<file path="src/rtl/hyperram_pkg.sv">
// Shared types and command/address helpers for the HyperRAM bus master.
package hyperram_pkg;

    // Controller sequencing states
    typedef enum logic [2:0] {
        S_RSTW  = 3'd0,
        S_IDLE  = 3'd1,
        S_CA    = 3'd2,
        S_LAT   = 3'd3,
        S_WDATA = 3'd4,
        S_RDATA = 3'd5,
        S_END   = 3'd6
    } state_e;

    // Command/address word bit positions
    localparam int CA_RW_BIT    = 47;
    localparam int CA_AS_BIT    = 46;
    localparam int CA_BURST_BIT = 45;
    localparam int CA_ROW_HI    = 44;
    localparam int CA_ROW_LO    = 16;
    localparam int CA_COL_HI    = 2;
    localparam int CA_COL_LO    = 0;
    localparam int CA_BYTES     = 6;

    // Build the 48-bit command/address word for a single-word linear access
    function automatic logic [47:0] ca_build(
        input logic        we,
        input logic        reg_sp,
        input logic [21:0] addr
    );
        logic [47:0] ca;
        ca                         = 48'h0000_0000_0000;
        ca[CA_RW_BIT]              = ~we;
        ca[CA_AS_BIT]              = reg_sp;
        ca[CA_BURST_BIT]           = 1'b1;
        ca[CA_ROW_HI:CA_ROW_LO]    = {10'b0, addr[21:3]};
        ca[CA_COL_HI:CA_COL_LO]    = addr[2:0];
        return ca;
    endfunction

endpackage

</file>
<file path="src/rtl/hyperram_rd_capture.sv">
// Read-data capture: detects RWDS transitions on a registered copy of the pad
// and assembles two bytes into a word, with a timeout if RWDS stays quiet.
module hyperram_rd_capture
    import hyperram_pkg::*;
#(
    parameter int RD_TIMEOUT = 64
) (
    input  logic        i_clk,
    input  logic        i_rst,
    input  logic        i_en,
    input  logic [7:0]  i_dq,
    input  logic        i_rwds,
    output logic        o_done,
    output logic        o_err,
    output logic [15:0] o_word
);
    localparam int TMO_W = $clog2(RD_TIMEOUT) + 1;

    logic             r_rwds_q;
    logic             r_rwds_qq;
    logic [7:0]       r_dq_q;
    logic             r_hi_seen;
    logic             r_done;
    logic [TMO_W-1:0] r_tmo;
    logic [15:0]      r_word;
    logic             w_edge;
    logic             w_tmo_hit;

    // Register the pads so the edge detector and captured byte stay aligned
    always_ff @(posedge i_clk) begin
        if (i_rst) begin
            r_rwds_q  <= 1'b0;
            r_rwds_qq <= 1'b0;
            r_dq_q    <= 8'h00;
        end else begin
            r_rwds_q  <= i_rwds;
            r_rwds_qq <= r_rwds_q;
            r_dq_q    <= i_dq;
        end
    end

    assign w_edge    = r_rwds_q ^ r_rwds_qq;
    assign w_tmo_hit = (r_tmo == TMO_W'(RD_TIMEOUT - 1));

    // Assemble high byte then low byte on each RWDS transition; count timeout
    always_ff @(posedge i_clk) begin
        if (i_rst) begin
            r_hi_seen <= 1'b0;
            r_done    <= 1'b0;
            r_tmo     <= '0;
            r_word    <= 16'h0000;
        end else if (!i_en) begin
            r_hi_seen <= 1'b0;
            r_done    <= 1'b0;
            r_tmo     <= '0;
        end else begin
            if (!r_done) begin
                r_tmo <= r_tmo + TMO_W'(1);
            end
            if (w_edge && !r_done) begin
                if (!r_hi_seen) begin
                    r_word[15:8] <= r_dq_q;
                    r_hi_seen    <= 1'b1;
                end else begin
                    r_word[7:0]  <= r_dq_q;
                    r_done       <= 1'b1;
                end
            end
        end
    end

    assign o_done = r_done;
    assign o_err  = i_en && !r_done && w_tmo_hit;
    assign o_word = r_word;

endmodule

</file>
<file path="src/rtl/hyperram_ctrl.sv">
// Single-word HyperBus master: turns a valid/ready word request into the
// CS/CK/CA/latency/data pin sequence and returns read data and status.
module hyperram_ctrl
    import hyperram_pkg::*;
#(
    parameter int RST_WAIT   = 300,
    parameter int LAT_CYC    = 20,
    parameter int RD_TIMEOUT = 64,
    parameter int CS_HIGH    = 4
) (
    input  logic        i_clk,
    input  logic        i_rst,
    input  logic        i_req_valid,
    output logic        o_req_ready,
    input  logic        i_req_we,
    input  logic        i_req_reg,
    input  logic [21:0] i_req_addr,
    input  logic [15:0] i_req_wdata,
    output logic        o_rsp_valid,
    output logic [15:0] o_rsp_rdata,
    output logic        o_rsp_err,
    input  logic [7:0]  dram_dq_in,
    output logic [7:0]  dram_dq_out,
    output logic        dram_dq_oe_l,
    input  logic        dram_rwds_in,
    output logic        dram_rwds_out,
    output logic        dram_rwds_oe_l,
    output logic        dram_ck,
    output logic        dram_rst_l,
    output logic        dram_cs_l
);
    localparam int CNT_W = $clog2(2 * RST_WAIT + LAT_CYC + CS_HIGH + 8) + 1;

    state_e           r_state;
    state_e           w_state_nxt;
    logic [CNT_W-1:0] r_cnt;
    logic [CNT_W-1:0] w_cnt_nxt;
    logic             w_accept;
    logic             w_active_nxt;
    logic             w_rsp_start;
    logic [47:0]      w_ca;
    logic             r_we;
    logic             r_reg;
    logic [15:0]      r_wdata;
    logic [47:0]      r_ca_sh;
    logic             w_cap_en;
    logic             w_cap_done;
    logic             w_cap_err;
    logic [15:0]      w_cap_word;

    logic             r_req_ready;
    logic             r_rsp_valid;
    logic [15:0]      r_rsp_rdata;
    logic             r_rsp_err;
    logic [7:0]       r_dq_out;
    logic             r_dq_oe_l;
    logic             r_rwds_out;
    logic             r_rwds_oe_l;
    logic             r_ck;
    logic             r_rst_l;
    logic             r_cs_l;

    assign w_accept     = (r_state == S_IDLE) && i_req_valid;
    assign w_ca         = ca_build(i_req_we, i_req_reg, i_req_addr);
    assign w_active_nxt = (w_state_nxt == S_CA) || (w_state_nxt == S_LAT) ||
                          (w_state_nxt == S_WDATA) || (w_state_nxt == S_RDATA);
    assign w_rsp_start  = (w_state_nxt == S_END) && (r_state != S_END);
    assign w_cap_en     = (r_state == S_RDATA);

    hyperram_rd_capture #(
        .RD_TIMEOUT (RD_TIMEOUT)
    ) u_rd_capture (
        .i_clk  (i_clk),
        .i_rst  (i_rst),
        .i_en   (w_cap_en),
        .i_dq   (dram_dq_in),
        .i_rwds (dram_rwds_in),
        .o_done (w_cap_done),
        .o_err  (w_cap_err),
        .o_word (w_cap_word)
    );

    // Next-state and per-state cycle counter
    always_comb begin
        w_state_nxt = r_state;
        case (r_state)
            S_RSTW:  w_state_nxt = (r_cnt == CNT_W'(2 * RST_WAIT - 1)) ? S_IDLE : S_RSTW;
            S_IDLE:  w_state_nxt = i_req_valid ? S_CA : S_IDLE;
            S_CA: begin
                if (r_cnt == CNT_W'(CA_BYTES - 1)) begin
                    w_state_nxt = (r_we && r_reg) ? S_WDATA : S_LAT;
                end else begin
                    w_state_nxt = S_CA;
                end
            end
            S_LAT: begin
                if (r_cnt == CNT_W'(LAT_CYC - 1)) begin
                    w_state_nxt = r_we ? S_WDATA : S_RDATA;
                end else begin
                    w_state_nxt = S_LAT;
                end
            end
            S_WDATA: w_state_nxt = (r_cnt == CNT_W'(1)) ? S_END : S_WDATA;
            S_RDATA: w_state_nxt = (w_cap_done || w_cap_err) ? S_END : S_RDATA;
            S_END:   w_state_nxt = (r_cnt == CNT_W'(CS_HIGH - 1)) ? S_IDLE : S_END;
            default: w_state_nxt = S_RSTW;
        endcase

        if (w_state_nxt != r_state) begin
            w_cnt_nxt = '0;
        end else begin
            w_cnt_nxt = r_cnt + CNT_W'(1);
        end
    end

    // State and counter registers
    always_ff @(posedge i_clk) begin
        if (i_rst) begin
            r_state <= S_RSTW;
            r_cnt   <= '0;
        end else begin
            r_state <= w_state_nxt;
            r_cnt   <= w_cnt_nxt;
        end
    end

    // Latch the accepted request for the rest of the transaction
    always_ff @(posedge i_clk) begin
        if (i_rst) begin
            r_we    <= 1'b0;
            r_reg   <= 1'b0;
            r_wdata <= 16'h0000;
        end else if (w_accept) begin
            r_we    <= i_req_we;
            r_reg   <= i_req_reg;
            r_wdata <= i_req_wdata;
        end
    end

    // Pad and response registers, decoded from the upcoming state
    always_ff @(posedge i_clk) begin
        if (i_rst) begin
            r_cs_l      <= 1'b1;
            r_ck        <= 1'b0;
            r_rst_l     <= 1'b0;
            r_dq_oe_l   <= 1'b1;
            r_rwds_oe_l <= 1'b1;
            r_dq_out    <= 8'h00;
            r_rwds_out  <= 1'b0;
            r_req_ready <= 1'b0;
            r_rsp_valid <= 1'b0;
            r_rsp_rdata <= 16'h0000;
            r_rsp_err   <= 1'b0;
            r_ca_sh     <= 48'h0000_0000_0000;
        end else begin
            r_cs_l      <= ~w_active_nxt;
            r_ck        <= w_active_nxt ? ~r_ck : 1'b0;
            r_rst_l     <= (r_state != S_RSTW) || (r_cnt >= CNT_W'(RST_WAIT - 1));
            r_dq_oe_l   <= ~((w_state_nxt == S_CA) || (w_state_nxt == S_WDATA));
            r_rwds_oe_l <= ~((w_state_nxt == S_WDATA) && !r_reg);
            r_rwds_out  <= 1'b0;
            r_req_ready <= (w_state_nxt == S_IDLE);
            r_rsp_valid <= w_rsp_start;
            r_rsp_err   <= w_rsp_start && (r_state == S_RDATA) && !w_cap_done;

            // CA bytes go out MSB-first; byte 0 leaves on the accept edge
            if (w_accept) begin
                r_dq_out <= w_ca[47:40];
                r_ca_sh  <= {w_ca[39:0], 8'h00};
            end else if (w_state_nxt == S_CA) begin
                r_dq_out <= r_ca_sh[47:40];
                r_ca_sh  <= {r_ca_sh[39:0], 8'h00};
            end else if (w_state_nxt == S_WDATA) begin
                r_dq_out <= (w_cnt_nxt == '0) ? r_wdata[15:8] : r_wdata[7:0];
            end else begin
                r_dq_out <= 8'h00;
            end

            // Read data only changes on a successful read completion
            if (w_rsp_start && (r_state == S_RDATA) && w_cap_done) begin
                r_rsp_rdata <= w_cap_word;
            end
        end
    end

    assign o_req_ready    = r_req_ready;
    assign o_rsp_valid    = r_rsp_valid;
    assign o_rsp_rdata    = r_rsp_rdata;
    assign o_rsp_err      = r_rsp_err;
    assign dram_dq_out    = r_dq_out;
    assign dram_dq_oe_l   = r_dq_oe_l;
    assign dram_rwds_out  = r_rwds_out;
    assign dram_rwds_oe_l = r_rwds_oe_l;
    assign dram_ck        = r_ck;
    assign dram_rst_l     = r_rst_l;
    assign dram_cs_l      = r_cs_l;

endmodule

</file>
<file path="config.mk">
export PLATFORM = sky130hd
export DESIGN_NAME = hyperram_ctrl
export DESIGN_NICKNAME = d
export VERILOG_FILES = /design/src/rtl/hyperram_pkg.sv /design/src/rtl/hyperram_rd_capture.sv /design/src/rtl/hyperram_ctrl.sv
export SDC_FILE = /design/constraint.sdc
export NUM_CORES = 1
export LEC_CHECK = 0
export BUFFER_PORTS_ARGS = -buffer_cell sky130_fd_sc_hd__buf_2
export CAP_MARGIN = 0
export CORE_MARGIN = 2
export CORE_UTILIZATION = 50
export DETAILED_ROUTE_END_ITERATION = 10
export GPL_TIMING_DRIVEN = 0
export PLACE_DENSITY = 0.72
export RECOVER_POWER = 50
export SYNTH_ARGS = -nofsm -noshare
export SYNTH_HDL_FRONTEND = slang
export SYNTH_HIERARCHICAL = 1
export SYNTH_SLANG_ARGS = --single-unit
export TNS_END_PERCENT = 10
</file>
<file path="constraint.sdc">
create_clock -name i_clk -period 4.02 [get_ports i_clk]
set_clock_uncertainty 0.15 [all_clocks]
set_input_delay 0.603 -clock i_clk [delete_from_list [all_inputs] [get_ports i_clk]]
set_output_delay 0.603 -clock i_clk [all_outputs]
set_load 0.05 [all_outputs]
</file>
== Word level (Yosys, flattened, before mapping) ==
Index checks and enable logic that the tools add are counted.

* Flip-flop bits (word level): 129
* Output and inout port bits: 33
* Logic and storage cells: 102

* $add $sub $neg: 2
* Order comparisons: 1
* Eq/ne operators: 20
* Multiplexer cells: 17
* Bitwise gates (word level): 8
* Reductions and logical operators: 28

{| class="wikitable"
|+ Operators with widths
! cell !! count
|-
| $mux 43 || 2
|-
| $mux 8 || 4
|-
| $pmux 3 s7 || 1
|-
| $eq 3x3->1 const B || 6
|-
| $eq 3x2->1 const B || 4
|-
| $mux 3 || 4
|-
| $add 11x1->11 const B || 1
|-
| $eq 11x1->1 const B || 1
|-
| $eq 11x10->1 const B || 1
|-
| $eq 11x2->1 const B || 1
|-
| $eq 11x3->1 const B || 1
|-
| $eq 11x5->1 const B || 1
|-
| $ge 11x9->1 const B || 1
|-
| $logic_not 11->1 || 1
|-
| $mux 11 || 1
|-
| $logic_and 1x1->1 || 10
|-
| $add 7x1->7 const B || 1
|-
| $eq 7x6->1 const B || 1
|-
| $not 1->1 || 7
|-
| $eq 3x1->1 const B || 2
|-
| $logic_or 1x1->1 || 6
|-
| $mux 2 || 3
|-
| $reduce_and 3->1 || 2
|-
| $reduce_or 2->1 || 3
|-
| other kinds (9) || 11
|}

== Logic depth before layout (Yosys ltp) ==
Gate-level depths: netlist of the first run.

* Word-level depth: 13
* Gate-level depth with buffers: 13
* Mapped depth without buffers: 11

== Hierarchy ==
The synthesis of the first run kept the hierarchy.

{| class="wikitable"
|+ Modules (own cells, without submodules)
! module !! times used !! cells each !! area an instance (sq um)
|-
| hyperram_ctrl || 1 || 470 || 4080.2
|-
| hyperram_rd_capture || 1 || 126 || 1332.5
|}

== Worst setup path before layout of the first run ==
OpenSTA, ideal clock, no wires.

* Kind: register to register
* Start: register r_state[0]
* End: register r_ca_sh[24]
* Arrival time: 2.693 ns
* Required time: 3.738 ns
* Path slack: 1.044 ns
* Stages on the path, launching flop included: 14
* Buffers on the path: 2
* Clock period less this slack: 2.976 ns
* Path through: dfxtp_1 -> clkbuf_1 -> nor2b_1 -> and2_1 -> inv_1 -> nor4_1 -> nor3b_1 -> a211oi_1 -> and2_1 -> o211a_2 -> nand3_1 -> buf_4 -> a22oi_1 -> a21oi_1

* Cells in the longest elaborated chain, start to end: 8
* Elaborated cells on any way between the ends: 16
* Those cells by class: eq/ne: 7; mux: 3; reduce/logical: 6

{| class="wikitable"
|+ RTL lines
! item !! RTL line !! RTL
|-
| start, declared || hyperram_ctrl.sv:34 || <nowiki>state_e r_state;</nowiki>
|-
| start signal, assigned || hyperram_ctrl.sv:122 || <nowiki>r_state <= w_state_nxt;</nowiki>
|-
| $eq 3x3->1 || hyperram_ctrl.sv:68 || <nowiki>assign w_cap_en = (r_state == S_RDATA);</nowiki>
|-
| via w_cap_en || hyperram_ctrl.sv:46 || <nowiki>logic w_cap_en;</nowiki>
|-
| $logic_and 1x1->1 (2 in a row) || hyperram_rd_capture.sv:73 || <nowiki>assign o_err = i_en && !r_done && w_tmo_hit;</nowiki>
|-
| via w_cap_err || hyperram_ctrl.sv:48 || <nowiki>logic w_cap_err;</nowiki>
|-
| $logic_or 1x1->1 || hyperram_ctrl.sv:104 || <nowiki>S_RDATA: w_state_nxt = (w_cap_done || w_cap_err) ? S_END : S_RDATA;</nowiki>
|-
| $mux 2 || hyperram_ctrl.sv:104 ||
|-
| $pmux 3 s7 || hyperram_ctrl.sv:86 || <nowiki>case (r_state)</nowiki>
|-
| $eq 3x2->1 || hyperram_ctrl.sv:170 || <nowiki>end else if (w_state_nxt == S_CA) begin</nowiki>
|-
| $reduce_bool 2->1 (no source line) || - ||
|-
| end signal, assigned || hyperram_ctrl.sv:169 || <nowiki>r_ca_sh <= {w_ca[39:0], 8'h00};</nowiki>
|-
| end signal, assigned || hyperram_ctrl.sv:172 || <nowiki>r_ca_sh <= {r_ca_sh[39:0], 8'h00};</nowiki>
|-
| end, declared || hyperram_ctrl.sv:45 || <nowiki>logic [47:0] r_ca_sh;</nowiki>
|}

The timed path passes the listed nets, and every way through them passes these cells.
A chain may end at the register's enable or synchronous reset.

== Final worst setup path of the first run ==
* Start: register r_state[0]
* End: register r_ca_sh[25]

Same word-level chain as after synthesis.

==> impl_metrics.ini, run 1 <==
[status]
status = complete, no violations

[detailed_routing]
routed-via-count = 4544
drcViolationCount = 0
wirelength_um = 12500
drt-initial-drc-count = 311
antenna_violating_nets_left = 0
drt-wirelength-per-cell_um = 14.8
avgViaCountPerCell = 5.36
number_of_search_and_repair_iterations_in_the_first_detailed_routing_pass = 6

[setup_path]
setup.worst_path.start = r_state[0]
timing.rr.end = r_ca_sh[25]
timing.rr.start = r_state[0]
r2r_setup_slack_ns = 0.29
timing.critical_path.arrival_ns = 3.96
crit_path_start_kind = flop
crit_fanout = 10
worst_ep_required_time_ns = 4.25
worst-setup-path-type = reg -> reg
setup.worst_path.end = r_ca_sh[25]
timing.reg2reg.worst_path_depth = 13
cp-end-kind = flop

[timing]
min_period_ns = 3.73
slew_viol_final = 0
final.setup.tns_ns = 0
max_freq_mhz = 268
worstMarginPinSlew_ns = 1.45
final-setup-viol-count = 0
rsz0062_at_grt = no
final_hold_viol_count = 0
hold_slack_ns = 0.143
max-slew-margin-rel_pct = 2.92
final_period_utilization_pct = 92.8

[synthesis]
synth_top_cells_by_area = sky130_fd_sc_hd__dfxtp_1 48%, sky130_fd_sc_hd__nand2_1 6.5%, sky130_fd_sc_hd__mux2i_1 5.5%
yosysUniqueCellTypes = 65
yosysWarnings = 6
postSynthAreaPerCell_um2 = 9.08
syn_area_um2 = 5410
synth_edf_count = 0
synth_top_cell_area_share_pct = 47.7
share_of_synthesized_area_occupied_by_flip_flops_and_latches_pct = 47.7
synth_async_sr_flop_share_pct = 0
synth_nets = 651
postSynthRegisterBits = 129
ys.flop_type = sky130_fd_sc_hd__dfxtp_1
yosys.area.top_type = sky130_fd_sc_hd__dfxtp_1
synthCells = 596

[global_routing]
antenna_violations_before_repair = 0
grt_pass1_wl_um = 20500
grt_util_all_layers_pct = 22.5
grt_remaining_overflow = 0
first_global_vias = 4304
grt_start_max_net_pins = 17

[power]
power_density_nw_per_um2 = 437
vdd.ir_drop.worst_mv = 0.258
leakage_nw = 2.49

[cells_and_area]
synthToLayoutAreaGrowth_pct = 20.4
final.fill_count = 949
post_route_cells_drive_above_1_share_pct = 15.2
regMostFlops = r_ca_sh
largest_register_ffs = 30
final_nets = 753
diodes = 0

[clock_tree]
clk_latency_ns = 0.52
ctsResizeCount = 0
cts_tree = built
htree_num_levels = 4
postCtsSetupBuffers = 0
worst_setup_hold_path_clk_slew_ns = 0.06
cts.root.buffer_cell = sky130_fd_sc_hd__clkbuf_8
number_of_buffers_inserted_for_hold_repair_after_clock_tree_synthesis = 0
ctsLongestPathBuffers = 2
cts.sink_count = 129
cts-buffers-inserted = 17

[floorplanning]
die-area_um2 = 11700
i_o_pin_cnt = 85
start_util_pct = 52.0
rows = 37
core_area_um2 = 10400
die_x_um = 108
die-height_um = 108

[placed_design]
place_hpwl_um = 8730
io_buffers = 83
globalplace.congestion = 0.903

[flow_run]
max_cap_viol_count = 0

[hold_path]
worstHoldPathType = in -> reg
per-stage QoR:
step	setup WS (ns)	std cells	util [%]	power [mW]	instance area (um^2)
floorplan	1.04	596	-	1.38	5410
global placement	0.421	815	57.6	1.42	6000
detailed placement	0.333	815	57.6	1.42	6000
CTS	0.300	847	63.1	2.86	6570
global route	0.0112	847	62.6	2.93	6520
finish	0.289	847	62.6	2.85	6520
kinds of logic (layout without fill, tap and decap cells):
logic type / count (synthesis) / after routing / share of synthesized area, %
muxes: 30 / 30 / 5.55
buffers and inverters: 49 / 164 / 4.25
other: 1 / 1 / 0.0693
xor gates and xnor gates: 17 / 17 / 2.75
and+or+nand+nor: 245 / 245 / 23.7
DFF: 129 / 129 / 47.7
adders and majority gates: 3 / 3 / 0.694
AOI/OAI and AO/OA: 122 / 122 / 15.3
layer usage:
layer | track usage (%) | routed length (um)
met1 | 30.3 | 5810
met2 | 35.5 | 5890
met3 | 5.18 | 640
met4 | 8.33 | 187
met5 | 0 | 0
cells in the mapped netlist, types with 4 or more instances:
cell and n:
sky130_fd_sc_hd__buf_2 10, sky130_fd_sc_hd__o21ai_0 5, sky130_fd_sc_hd__nor2b_1 16, sky130_fd_sc_hd__a22oi_1 22, sky130_fd_sc_hd__and2_1 4, sky130_fd_sc_hd__a31oi_1 4
sky130_fd_sc_hd__nand3b_1 4, sky130_fd_sc_hd__nor2_1 46, sky130_fd_sc_hd__o2bb2ai_1 5, sky130_fd_sc_hd__inv_1 5, sky130_fd_sc_hd__nand2b_1 27, sky130_fd_sc_hd__xor2_1 7
sky130_fd_sc_hd__clkbuf_1 24, sky130_fd_sc_hd__dfxtp_1 129, sky130_fd_sc_hd__nor3_1 4, sky130_fd_sc_hd__or3_1 4, sky130_fd_sc_hd__nand2_1 94, sky130_fd_sc_hd__and3_1 5
sky130_fd_sc_hd__xnor2_1 10, sky130_fd_sc_hd__nand3_1 9, sky130_fd_sc_hd__mux2i_1 30, sky130_fd_sc_hd__nand4_1 6, sky130_fd_sc_hd__a21oi_1 55
worst min path at each step:
stage / startpoint / end / slack (ns) / cells after the start
global route: dram_rwds_in / u_rd_capture/r_rwds_q / 0.14 / 2
CTS: dram_dq_in[2] / u_rd_capture/r_dq_q[2] / 0.13 / 2
global placement: dram_ck / dram_ck / 0.25 / 1
finish: dram_dq_in[4] / u_rd_capture/r_dq_q[4] / 0.14 / 2
floorplan: r_reg / dram_rwds_oe_l / 0.28 / 1
detailed placement: dram_ck / dram_ck / 0.25 / 1
worst max-delay path, cell delays in order, from the launching register on:
cell                       delay [ns]
sky130_fd_sc_hd__dfxtp_1         0.37
sky130_fd_sc_hd__clkbuf_1        0.32
sky130_fd_sc_hd__nor2b_2         0.34
sky130_fd_sc_hd__and2_1          0.27
sky130_fd_sc_hd__inv_1           0.10
sky130_fd_sc_hd__nor4_1          0.29
sky130_fd_sc_hd__nor3b_1         0.14
sky130_fd_sc_hd__a211oi_1        0.33
sky130_fd_sc_hd__and2_1          0.21
sky130_fd_sc_hd__o211a_2         0.29
sky130_fd_sc_hd__nand3_1         0.24
sky130_fd_sc_hd__buf_4           0.27
sky130_fd_sc_hd__a22oi_1         0.18
sky130_fd_sc_hd__a21oi_1         0.09
layout make-up:
cell class | count | area, um^2 | area share (%)
multi-input combinational | 418 | 2590 | 39.8
sequential | 129 | 2580 | 39.6
clock buffer | 19 | 432 | 6.62
timing repair buffer | 83 | 374 | 5.74
buffer | 43 | 206 | 3.17
tap | 136 | 170 | 2.61
clock inverter | 13 | 138 | 2.11
inverter | 6 | 22.5 | 0.346
power by group:
group | leakage [nW] | switching [mW] | internal [mW] | total (mW)
clock network | 0.274 | 0.557 | 0.897 | 1.45
logic | 1.18 | 0.0580 | 0.0447 | 0.103
registers | 1.04 | 0.00555 | 1.29 | 1.29
layout by cell type (no fill, tap or decap), drive strengths merged, types with 6 or more instances in the layout:
cell,synthesis,routed
a21oi,55,55
a22oi,23,23
buf,19,67
clkbuf,24,78
clkinv,0,7
dfxtp,129,129
inv,6,7
mux2i,30,30
nand2,94,94
nand2b,27,27
nand3,9,9
nand4,7,7
nor2,46,46
nor2b,17,17
nor4,6,6
o21ai,6,6
xnor2,10,10
xor2,7,7
Note: power is estimated with default switching activity, not from simulation.
==> inputs of run 2 (changes only) <==
--- a/config.mk
+++ b/config.mk
@@ -9,6 +9,7 @@
 export CAP_MARGIN = 0
 export CORE_MARGIN = 2
 export CORE_UTILIZATION = 50
+export CTS_BUF_LIST = sky130_fd_sc_hd__clkbuf_4
 export DETAILED_ROUTE_END_ITERATION = 10
 export GPL_TIMING_DRIVEN = 0
 export PLACE_DENSITY = 0.72
==> run 2 against run 1 <==
Effect of this change: design area down 4.5%; largest power group is now sequential cells; via count unchanged; clock power is 41% lower; non-clock buffer count did not move.
==> impl_metrics.ini, run 2 (synthesis gave the netlist of run 1 again) <==
[status]
status = complete, no violations

[timing]
worstMarginPinSlew_ns = 1.46
rsz0062_at_grt = no
final_period_utilization_pct = 91.5
max_freq_mhz = 272
min_period_ns = 3.68
final-setup-viol-count = 0
max-slew-margin-rel_pct = 2.07
slew_viol_final = 0
final.setup.tns_ns = 0
layout_setup_ws_ns = 0.341
final_hold_viol_count = 0

[cells_and_area]
final_area_um2 = 6220
most_frequent_cells_in_the_layout = 129 x sky130_fd_sc_hd__dfxtp_1, 94 x sky130_fd_sc_hd__nand2_1, 59 x sky130_fd_sc_hd__clkbuf_1, 59 x sky130_fd_sc_hd__buf_2, 55 x sky130_fd_sc_hd__a21oi_1
final.fill_count = 995
largest_register_ffs = 30
finalNonFillerCells = 847
post_route_cells_drive_above_1_share_pct = 15.2
diodes = 0
regMostFlops = r_ca_sh
final_nets = 753
final_common_cell = sky130_fd_sc_hd__dfxtp_1
synthToLayoutAreaGrowth_pct = 15.0

[global_routing]
grt_util_all_layers_pct = 22.0
grt_pass1_wl_um = 20100
grt_remaining_overflow = 0
antenna_violations_before_repair = 0
grt_start_max_net_pins = 17
grt_most_used_layer = met2
grt_util_met2_pct = 34.6
groute.layer.met3.usage_pct = 5.55
first_global_vias = 4196
grt_use_met1_pct = 29.9

[hold_path]
worstHoldPathType = in -> reg
whs_path_depth = 2
min_to = u_rd_capture/r_dq_q[4]
hold_start = dram_dq_in[4]

[placed_design]
place_inst = 815
place_hpwl_um = 8730
globalplace.congestion = 0.903
io_buffers = 83
detailedPlace.worstSlack_ns = 0.333
placement.cell_area_um2 = 6000

[power]
leakage_nw = 2.36
vdd.ir_drop.worst_mv = 0.217
report.power.total_mw = 2.24
power_density_nw_per_um2 = 360

[setup_path]
worst_ep_required_time_ns = 4.25
critical_path.max_stage_delay_ns = 0.40
cp_num_buf_inv = 3
cp-end-kind = flop
timing.rr.start = r_state[0]
cpLargestDelayFamily = simple AND/OR/NAND/NOR gates
r2r_setup_slack_ns = 0.34
timing.reg2reg.worst_path_depth = 13
critical_path.cell_chain = clkbuf_1 -> nor2b_2 -> and2_1 -> inv_1 -> nor4_1 -> nor3b_1 -> a211oi_1 -> and2_1 -> o211a_2 -> nand3_1 -> buf_4 -> a22oi_1 -> a21oi_1
worst_path_most_repeated_cell = sky130_fd_sc_hd__and2_1
crit_path_start_kind = flop
crit_path_top_delay_cell = sky130_fd_sc_hd__dfxtp_1
worst-setup-path-type = reg -> reg
timing.rr.end = r_ca_sh[25]
timing.critical_path.arrival_ns = 3.91
crit_fanout = 10

[clock_tree]
htree_num_levels = 4
worst_setup_hold_path_clk_slew_ns = 0.11
cts.sink_count = 129
ctsLongestPathBuffers = 2
cts_tree = built
cts.root.buffer_cell = sky130_fd_sc_hd__clkbuf_4
cts-buffers-inserted = 17
number_of_buffers_inserted_for_hold_repair_after_clock_tree_synthesis = 0
clk_latency_ns = 0.50

[detailed_routing]
routed-via-count = 4544
avgViaCountPerCell = 5.36
wirelength_um = 12200
drcViolationCount = 0
number_of_search_and_repair_iterations_in_the_first_detailed_routing_pass = 5
drt-wirelength-per-cell_um = 14.4
antenna_violating_nets_left = 0
drt-initial-drc-count = 267

[floorplanning]
core_area_um2 = 10400
i_o_pin_cnt = 85
die-height_um = 108
rows = 37
die-area_um2 = 11700
die_x_um = 108
start_util_pct = 52.0

[flow_run]
max_cap_viol_count = 0
run 2: final cells by class:
| class | instances | area [um^2] | share of cell area [%] |
|---|---|---|---|
| multi-input cells | 418 | 2590 | 41.6 |
| clock buffers | 18 | 135 | 2.17 |
| clock inverters | 14 | 141 | 2.27 |
| repair buffers | 83 | 374 | 6.01 |
| well taps | 136 | 170 | 2.73 |
| plain buffers | 43 | 206 | 3.32 |
| inverters | 6 | 22.5 | 0.362 |
| flip-flops and latches | 129 | 2580 | 41.5 |
run 2: worst max-delay path by stage:
stage,start,to,slack [ns],cells after the start
after CTS,r_state[0],r_ca_sh[25],0.30,13
final,r_state[0],r_ca_sh[25],0.34,13
after detailed placement,r_state[0],r_ca_sh[25],0.33,13
after global routing,r_state[0],r_ca_sh[25],0.02,13
after global placement,r_state[0],r_ca_sh[42],0.42,13
after floorplan,r_state[0],r_ca_sh[24],1.04,13
run 2: where the power goes:
part / internal [mW] / switching (mW)
combinational: 0.0447 / 0.0575
clock: 0.373 / 0.476
sequential: 1.29 / 0.00543
run 2: layer usage:
layer | up-vias | wire [um]
li1 | 2271 | -
met1 | 2149 | 5730
met2 | 111 | 5760
met3 | 13 | 569
met4 | 0 | 154
met5 | - | 0
run 2: metrics by stage:
step / hold slack, ns / util [%]
6_report: 0.149 / 59.7
5_1_grt: 0.101 / 59.7
4_1_cts: 0.112 / 60.2
3_5_place_dp: 0.249 / 57.6
3_3_place_gp: 0.246 / 57.6
2_1_floorplan: 0.280 / -
run 2: what timing repair did:
action                     4_1_cts  5_1_grt
setup endpoints to repair        0       33
buffers inserted                 0        0
gates resized for setup          0        1
